==> config.mk <==
export PLATFORM = sky130hd
export DESIGN_NAME = vga_fb_arbiter
export DESIGN_NICKNAME = d
export VERILOG_FILES = /design/src/rtl/vga_gpu_pkg.sv /design/src/rtl/fb_wr_fifo.sv /design/src/rtl/vga_fb_arbiter.sv
export SDC_FILE = /design/constraint.sdc
export NUM_CORES = 1
export LEC_CHECK = 0
export BUFFER_PORTS_ARGS = -buffer_cell sky130_fd_sc_hd__buf_2
export CAP_MARGIN = 5
export CELL_PAD_IN_SITES_DETAIL_PLACEMENT = 0
export CELL_PAD_IN_SITES_GLOBAL_PLACEMENT = 1
export CORE_MARGIN = 1.5
export CORE_UTILIZATION = 30
export DETAILED_ROUTE_END_ITERATION = 8
export PLACE_DENSITY_LB_ADDON = 0.1
export SLEW_MARGIN = 10
export SYNTH_ARGS = -nofsm -noshare
export SYNTH_HDL_FRONTEND = slang
export SYNTH_HIERARCHICAL = 1
export SYNTH_SLANG_ARGS = --single-unit
==> constraint.sdc <==
create_clock -name clk -period 8.64 [get_ports clk]
set_input_delay 1.728 -clock clk [delete_from_list [all_inputs] [get_ports clk]]
set_output_delay 1.728 -clock clk [all_outputs]
set_load 0.005 [all_outputs]
==> src/rtl/vga_gpu_pkg.sv <==
// Shared types and defaults for the VGA frame-buffer arbitration path.
package vga_gpu_pkg;

    localparam int DEF_ADDR_W      = 12;
    localparam int DEF_DATA_W      = 8;
    localparam int DEF_WFIFO_DEPTH = 4;

    typedef enum logic [1:0] {
        S_RUN   = 2'd0,
        S_DRAIN = 2'd1,
        S_CLEAR = 2'd2
    } arb_state_t;

    typedef enum logic [1:0] {
        GNT_NONE  = 2'd0,
        GNT_READ  = 2'd1,
        GNT_CLEAR = 2'd2,
        GNT_FIFO  = 2'd3
    } grant_t;

    // Fixed slot priority: scanout read, then clear fill, then queued host write.
    function automatic grant_t pick_grant(input logic rd, input logic clr, input logic fifo);
        if (rd)        return GNT_READ;
        else if (clr)  return GNT_CLEAR;
        else if (fifo) return GNT_FIFO;
        else           return GNT_NONE;
    endfunction

endpackage

==> src/rtl/fb_wr_fifo.sv <==
// Synchronous FIFO holding host frame-buffer writes until a free RAM slot appears.
module fb_wr_fifo #(
    parameter int DEPTH = 4,
    parameter int W     = 20
) (
    input  logic                       clk,
    input  logic                       rst_n,
    input  logic                       push,
    input  logic [W-1:0]               push_data,
    input  logic                       pop,
    output logic [W-1:0]               pop_data,
    output logic                       full,
    output logic                       empty,
    output logic [$clog2(DEPTH):0]     level
);

    localparam int PW = $clog2(DEPTH);

    logic [PW:0]  wr_ptr;
    logic [PW:0]  rd_ptr;
    logic [W-1:0] store [DEPTH];

    logic do_push;
    logic do_pop;

    assign do_push = push && !full;
    assign do_pop  = pop && !empty;

    // Extra pointer MSB distinguishes full from empty when the indices match.
    assign empty    = (wr_ptr == rd_ptr);
    assign full     = (wr_ptr[PW] != rd_ptr[PW]) && (wr_ptr[PW-1:0] == rd_ptr[PW-1:0]);
    assign level    = wr_ptr - rd_ptr;
    assign pop_data = store[rd_ptr[PW-1:0]];

    // NOTE: sequential state uses non-blocking assignments so every flop samples pre-edge values.
    always_ff @(posedge clk or negedge rst_n) begin
        if (!rst_n) begin
            wr_ptr <= '0;
            rd_ptr <= '0;
        end else begin
            if (do_push) wr_ptr <= wr_ptr + 1'b1;
            if (do_pop)  rd_ptr <= rd_ptr + 1'b1;
        end
    end

    // NOTE: payload storage has no reset; the pointers alone define which entries are live.
    always_ff @(posedge clk) begin
        if (do_push) store[wr_ptr[PW-1:0]] <= push_data;
    end

endmodule

==> src/rtl/vga_fb_arbiter.sv <==
// Arbitrates the single-port frame-buffer RAM between scanout reads, buffered host
// writes and a hardware clear-screen fill.
module vga_fb_arbiter
    import vga_gpu_pkg::*;
#(
    parameter int ADDR_W      = DEF_ADDR_W,
    parameter int DATA_W      = DEF_DATA_W,
    parameter int WFIFO_DEPTH = DEF_WFIFO_DEPTH
) (
    input  logic                            clk,
    input  logic                            rst_n,
    input  logic                            disp_rd_req,
    input  logic [ADDR_W-1:0]               disp_rd_addr,
    output logic                            disp_rd_valid,
    output logic [DATA_W-1:0]               disp_rd_data,
    input  logic                            host_wr_valid,
    output logic                            host_wr_ready,
    input  logic [ADDR_W-1:0]               host_wr_addr,
    input  logic [DATA_W-1:0]               host_wr_data,
    input  logic                            clear_req,
    input  logic [DATA_W-1:0]               clear_value,
    output logic                            clear_busy,
    output logic                            mem_en,
    output logic                            mem_we,
    output logic [ADDR_W-1:0]               mem_addr,
    output logic [DATA_W-1:0]               mem_wdata,
    input  logic [DATA_W-1:0]               mem_rdata,
    output logic [$clog2(WFIFO_DEPTH):0]    fifo_level
);

    localparam int LVL_W = $clog2(WFIFO_DEPTH) + 1;
    localparam logic [ADDR_W-1:0] LAST_ADDR = '1;

    arb_state_t          state;
    grant_t              gnt;
    logic [ADDR_W-1:0]   clr_cnt;
    logic [DATA_W-1:0]   clr_val;
    logic [ADDR_W-1:0]   addr_q;
    logic [DATA_W-1:0]   wdata_q;
    logic                rd_valid_q;

    logic                fifo_full;
    logic                fifo_empty;
    logic                push;
    logic                pop;
    logic [ADDR_W-1:0]   head_addr;
    logic [DATA_W-1:0]   head_data;
    logic [LVL_W-1:0]    level_nxt;
    logic                fifo_empty_nxt;

    assign host_wr_ready = !fifo_full && (state == S_RUN);
    assign push          = host_wr_valid && host_wr_ready;
    assign pop           = (gnt == GNT_FIFO);
    assign clear_busy    = (state != S_RUN);
    assign disp_rd_valid = rd_valid_q;
    assign disp_rd_data  = mem_rdata;

    // State decisions look at the occupancy after this cycle's push/pop.
    assign level_nxt      = fifo_level + LVL_W'(push) - LVL_W'(pop);
    assign fifo_empty_nxt = (level_nxt == '0);

    fb_wr_fifo #(
        .DEPTH (WFIFO_DEPTH),
        .W     (ADDR_W + DATA_W)
    ) u_wr_fifo (
        .clk       (clk),
        .rst_n     (rst_n),
        .push      (push),
        .push_data ({host_wr_addr, host_wr_data}),
        .pop       (pop),
        .pop_data  ({head_addr, head_data}),
        .full      (fifo_full),
        .empty     (fifo_empty),
        .level     (fifo_level)
    );

    // Gated by rst_n so the RAM sees no strobe while reset is held.
    // NOTE: every output of an always_comb gets a default first so no latch is inferred.
    always_comb begin
        gnt       = GNT_NONE;
        mem_en    = 1'b0;
        mem_we    = 1'b0;
        mem_addr  = addr_q;
        mem_wdata = wdata_q;
        if (rst_n) gnt = pick_grant(disp_rd_req, state == S_CLEAR, !fifo_empty);
        case (gnt)
            GNT_READ: begin
                mem_en   = 1'b1;
                mem_addr = disp_rd_addr;
            end
            GNT_CLEAR: begin
                mem_en    = 1'b1;
                mem_we    = 1'b1;
                mem_addr  = clr_cnt;
                mem_wdata = clr_val;
            end
            GNT_FIFO: begin
                mem_en    = 1'b1;
                mem_we    = 1'b1;
                mem_addr  = head_addr;
                mem_wdata = head_data;
            end
            default: ;
        endcase
    end

    always_ff @(posedge clk or negedge rst_n) begin
        if (!rst_n) begin
            addr_q     <= '0;
            wdata_q    <= '0;
            rd_valid_q <= 1'b0;
        end else begin
            rd_valid_q <= (gnt == GNT_READ);
            if (mem_en) begin
                addr_q  <= mem_addr;
                wdata_q <= mem_wdata;
            end
        end
    end

    always_ff @(posedge clk or negedge rst_n) begin
        if (!rst_n) begin
            state   <= S_RUN;
            clr_cnt <= '0;
            clr_val <= '0;
        end else begin
            case (state)
                S_RUN: begin
                    if (clear_req) begin
                        clr_val <= clear_value;
                        state   <= fifo_empty_nxt ? S_CLEAR : S_DRAIN;
                    end
                end
                S_DRAIN: begin
                    if (fifo_empty_nxt) state <= S_CLEAR;
                end
                S_CLEAR: begin
                    if (gnt == GNT_CLEAR) begin
                        if (clr_cnt == LAST_ADDR) begin
                            clr_cnt <= '0;
                            state   <= S_RUN;
                        end else begin
                            clr_cnt <= clr_cnt + 1'b1;
                        end
                    end
                end
                default: state <= S_RUN;
            endcase
        end
    end

endmodule

==> results.py <==
metrics = {
    "route": {
        "antenna_left": 0,
        "drc": 0,
        "dr.pass1.iters": 7,
        "vias": 3238,
        "routed_wl_um": 12600,
        "wl_per_cell_um": 18.3,
        "drt_iter0_drc": 189,
        "viasPerCell": 4.69,
    },
    "final_layout": {
        "diodes": 0,
        "area_growth_pct": 20.9,
        "register_area_sq_um": 3630,
        "nets": 513,
        "n_fill_cell": 1742,
        "final_util_pct": 37.0,
        "drive_above_1_share_pct": 33.0,
        "multiInputGateArea_sq_um": 1690,
    },
    "floorplanning": {
        "ioPinCount": 89,
        "initial_core_util_pct": 30.6,
        "die_height_um": 139,
        "dieArea_sq_um": 19200,
        "core_sq_um": 18000,
        "die_w_um": 139,
        "rows": 49,
    },
    "placement": {
        "port_buffers": 72,
        "hpwl_um": 8380,
        "routabilityCongestion": 0.710,
    },
    "global_routing": {
        "grt_pass1_wl_um": 19600,
        "grtUsageMet3_pct": 4.42,
        "grt_util_all_layers_pct": 13.8,
        "grt_max_degree": 54,
        "grt-busiest-layer": "met2",
        "use_met2_pct": 21.7,
        "grt-ovfl-total": 0,
        "grt_util_met1_pct": 18.2,
        "first_global_vias": 3375,
        "antenna_found_initial": 1,
    },
    "timing": {
        "drv_slew": 0,
        "rsz0062_at_grt": "no",
        "slew_headroom_pct": 52.5,
        "fin_crit_sh_pct": 61.0,
        "tightest_slew_ns": 0.712,
        "final.setup.tns_ns": 0,
        "max_freq_mhz": 190,
        "period_needed_ns": 5.27,
        "clock_skew_ns": 0.00757,
        "setup_viol": 0,
        "final_hold_viol_count": 0,
    },
    "worst_setup_path": {
        "reg2reg_depth": 15,
        "crit_type": "primary input to output port",
        "crit_buf_inv": 4,
        "critPathLaunch": "rst_n",
        "start_kind": "primary input",
        "cp.depth": 8,
        "crit_end": "mem_wdata[4]",
        "cp_top_family": "buffers and inverters",
        "path_max_fanout": 53,
        "r2r-end": "state[1]",
        "critical_path_arrival_ns": 3.54,
        "worstPathCellList": "buf_2 > buf_4 > nand2b_1 > nor3_2 > buf_4 > a22oi_1 > nand2_1 > buf_2",
        "critical_path.max_stage_delay_ns": 0.55,
        "critPathCaptureType": "output port",
        "slowest_stage": "buf_4",
        "reg2reg_slack_ns": 4.95,
        "cp.required_ns": 6.91,
        "regToRegStartpoint": "u_wr_fifo/rd_ptr[1]",
    },
    "cts": {
        "cts_hold_buf": 0,
        "clock_path_buffers": 2,
        "numClockSinks": 129,
        "cts_made_buffers": 17,
        "cts_root_buffer": "clkbuf_16",
        "clock_tree.htree_level_count": 4,
        "cts_resized": 0,
        "tritoncts": "done",
        "post_cts_buffers": 0,
        "clkTransAtPathRegs_ns": 0.06,
        "clk_latency_ns": 0.41,
    },
    "synthesis": {
        "synth-seq-cells": 129,
        "yosysSeqAreaShare_pct": 65.7,
        "synth_area_per_cell_sq_um": 15.0,
        "synth.distinct_cells": 42,
        "synth_edf_count": 80,
        "synthArstFlopShare_pct": 38.0,
        "synthesis.area_sq_um": 5520,
        "synth_cells": 369,
        "synth_area_leader_cell": "edfxtp_1",
        "synth_warnings": 6,
        "synth_nets": 434,
        "synth_ff_type": "edfxtp_1",
        "yosysTopAreaCellShare_pct": 43.5,
        "synth_area_leaders": "edfxtp_1, dfrtp_1, mux4_2, nand2_1, ha_1",
    },
    "run": {
        "cap_violations": 0,
    },
    "worst_hold_path": {
        "min_path_type": "register to register",
    },
    "power_and_ir_drop": {
        "peakVddDrop_mv": 0.143,
        "power.leakage_nw": 2.81,
        "power_density_nw_per_um2": 349,
    },
    "outcome": {
        "status": "finished clean",
    },
}
[per-stage QoR]
step           setup slack, ns  power, mW  cell area (sq um)  std cells  hold slack (ns)
2_1_floorplan             4.39       1.38               5520        369            0.433
3_3_place_gp              3.31       1.65               6090        658            0.448
3_5_place_dp              3.30       1.65               6090        658            0.450
4_1_cts                   3.30       2.37               6670        690            0.465
5_1_grt                   3.02       2.47               6670        690            0.492
6_report                  3.37       2.33               6670        690            0.462
[cell usage after synthesis (3+ instances only)]
cell and number:
edfxtp_1 80, nand2_1 72, dfrtp_1 49, mux4_2 20, inv_1 17, a222oi_1 12
nor2_1 11, ha_1 10, xnor2_1 10, buf_4 9, mux2_2 9, a22oi_1 8
and3_1 8, buf_2 6, nand3_1 5, o21ai_0 4, buf_6 3, nand4_1 3
xor2_1 3
[worst min-delay path by stage]
| stage | from | end | cells past startpoint |
|---|---|---|---|
| 4_1_cts | addr_q[1] | addr_q[1] | 2 |
| 6_report | addr_q[1] | addr_q[1] | 2 |
| 2_1_floorplan | addr_q[1] | addr_q[1] | 2 |
| 3_5_place_dp | addr_q[1] | addr_q[1] | 2 |
| 3_3_place_gp | addr_q[1] | addr_q[1] | 2 |
| 5_1_grt | addr_q[2] | addr_q[2] | 2 |
[sequential cells by signal, summed over array words and instances (netlist names)]
signal / cells
u_wr_fifo/store: 80
addr_q: 12
clr_cnt: 12
clr_val: 8
wdata_q: 8
u_wr_fifo/rd_ptr: 3
u_wr_fifo/wr_ptr: 3
state: 2
disp_rd_valid: 1
[worst register-to-register path, stage by stage, from the launching register on]
cell and delay, ns:
dfrtp_1 0.33, buf_4 0.33, inv_1 0.15, ha_1 0.33
nand2_1 0.19, nor2_1 0.11, nor3_2 0.29, buf_4 0.33
ha_1 0.17, inv_1 0.04, ha_1 0.18, fa_1 0.38
xnor2_1 0.15, xnor2_1 0.13, nor3_1 0.33, o2bb2ai_1 0.17
[layout by cell type, fill, tap and decap left out, types with 3 or more instances in the layout]
cell type | Yosys | final
a222oi_1 | 12 | 12
a22oi_1 | 8 | 8
and3_1 | 8 | 8
buf_2 | 6 | 72
buf_4 | 9 | 8
clkbuf_16 | 0 | 17
clkinv_4 | 0 | 4
dfrtp_1 | 49 | 49
edfxtp_1 | 80 | 80
ha_1 | 10 | 10
inv_1 | 17 | 17
inv_6 | 0 | 4
mux2_2 | 9 | 9
mux4_2 | 20 | 20
nand2_1 | 72 | 72
nand3_1 | 5 | 5
nand4_1 | 3 | 3
nor2_1 | 11 | 11
o21ai_0 | 4 | 4
xnor2_1 | 10 | 10
xor2_1 | 3 | 3
[final cells by class]
class	count	share of cell area, %
sequential	129	54.4
multi-input combinational	203	25.3
clock buffer	18	6.43
timing repair buffer	80	6.30
tap	229	4.29
clock inverter	14	2.33
inverter	17	0.956
[layer usage]
metal  part of all wire (%)  vias to the layer above
met5                   0.10                        -
met1                     48                     1636
met3                    3.8                       18
met2                     47                       68
li1                       -                     1514
met4                    1.2                        2
[power breakdown]
part | switching (mW) | total, mW | internal, mW | leakage, nW
sequential | 0.0614 | 0.862 | 0.800 | 1.34
combinational | 0.417 | 0.762 | 0.345 | 1.19
clock | 0.274 | 0.702 | 0.428 | 0.282
total | 0.752 | 2.33 | 1.57 | 2.81
[cells by family after synthesis]
family / share of synthesized area, %
AND/OR/NAND/NOR: 9.34
flip-flops: 65.7
buffers and inverters: 3.67
AO/OA/AOI/OAI: 4.99
adder cells (fa/ha/maj): 2.99
multiplexers: 10.9
XOR/XNOR: 2.36
(Power assumes the default switching activity.)
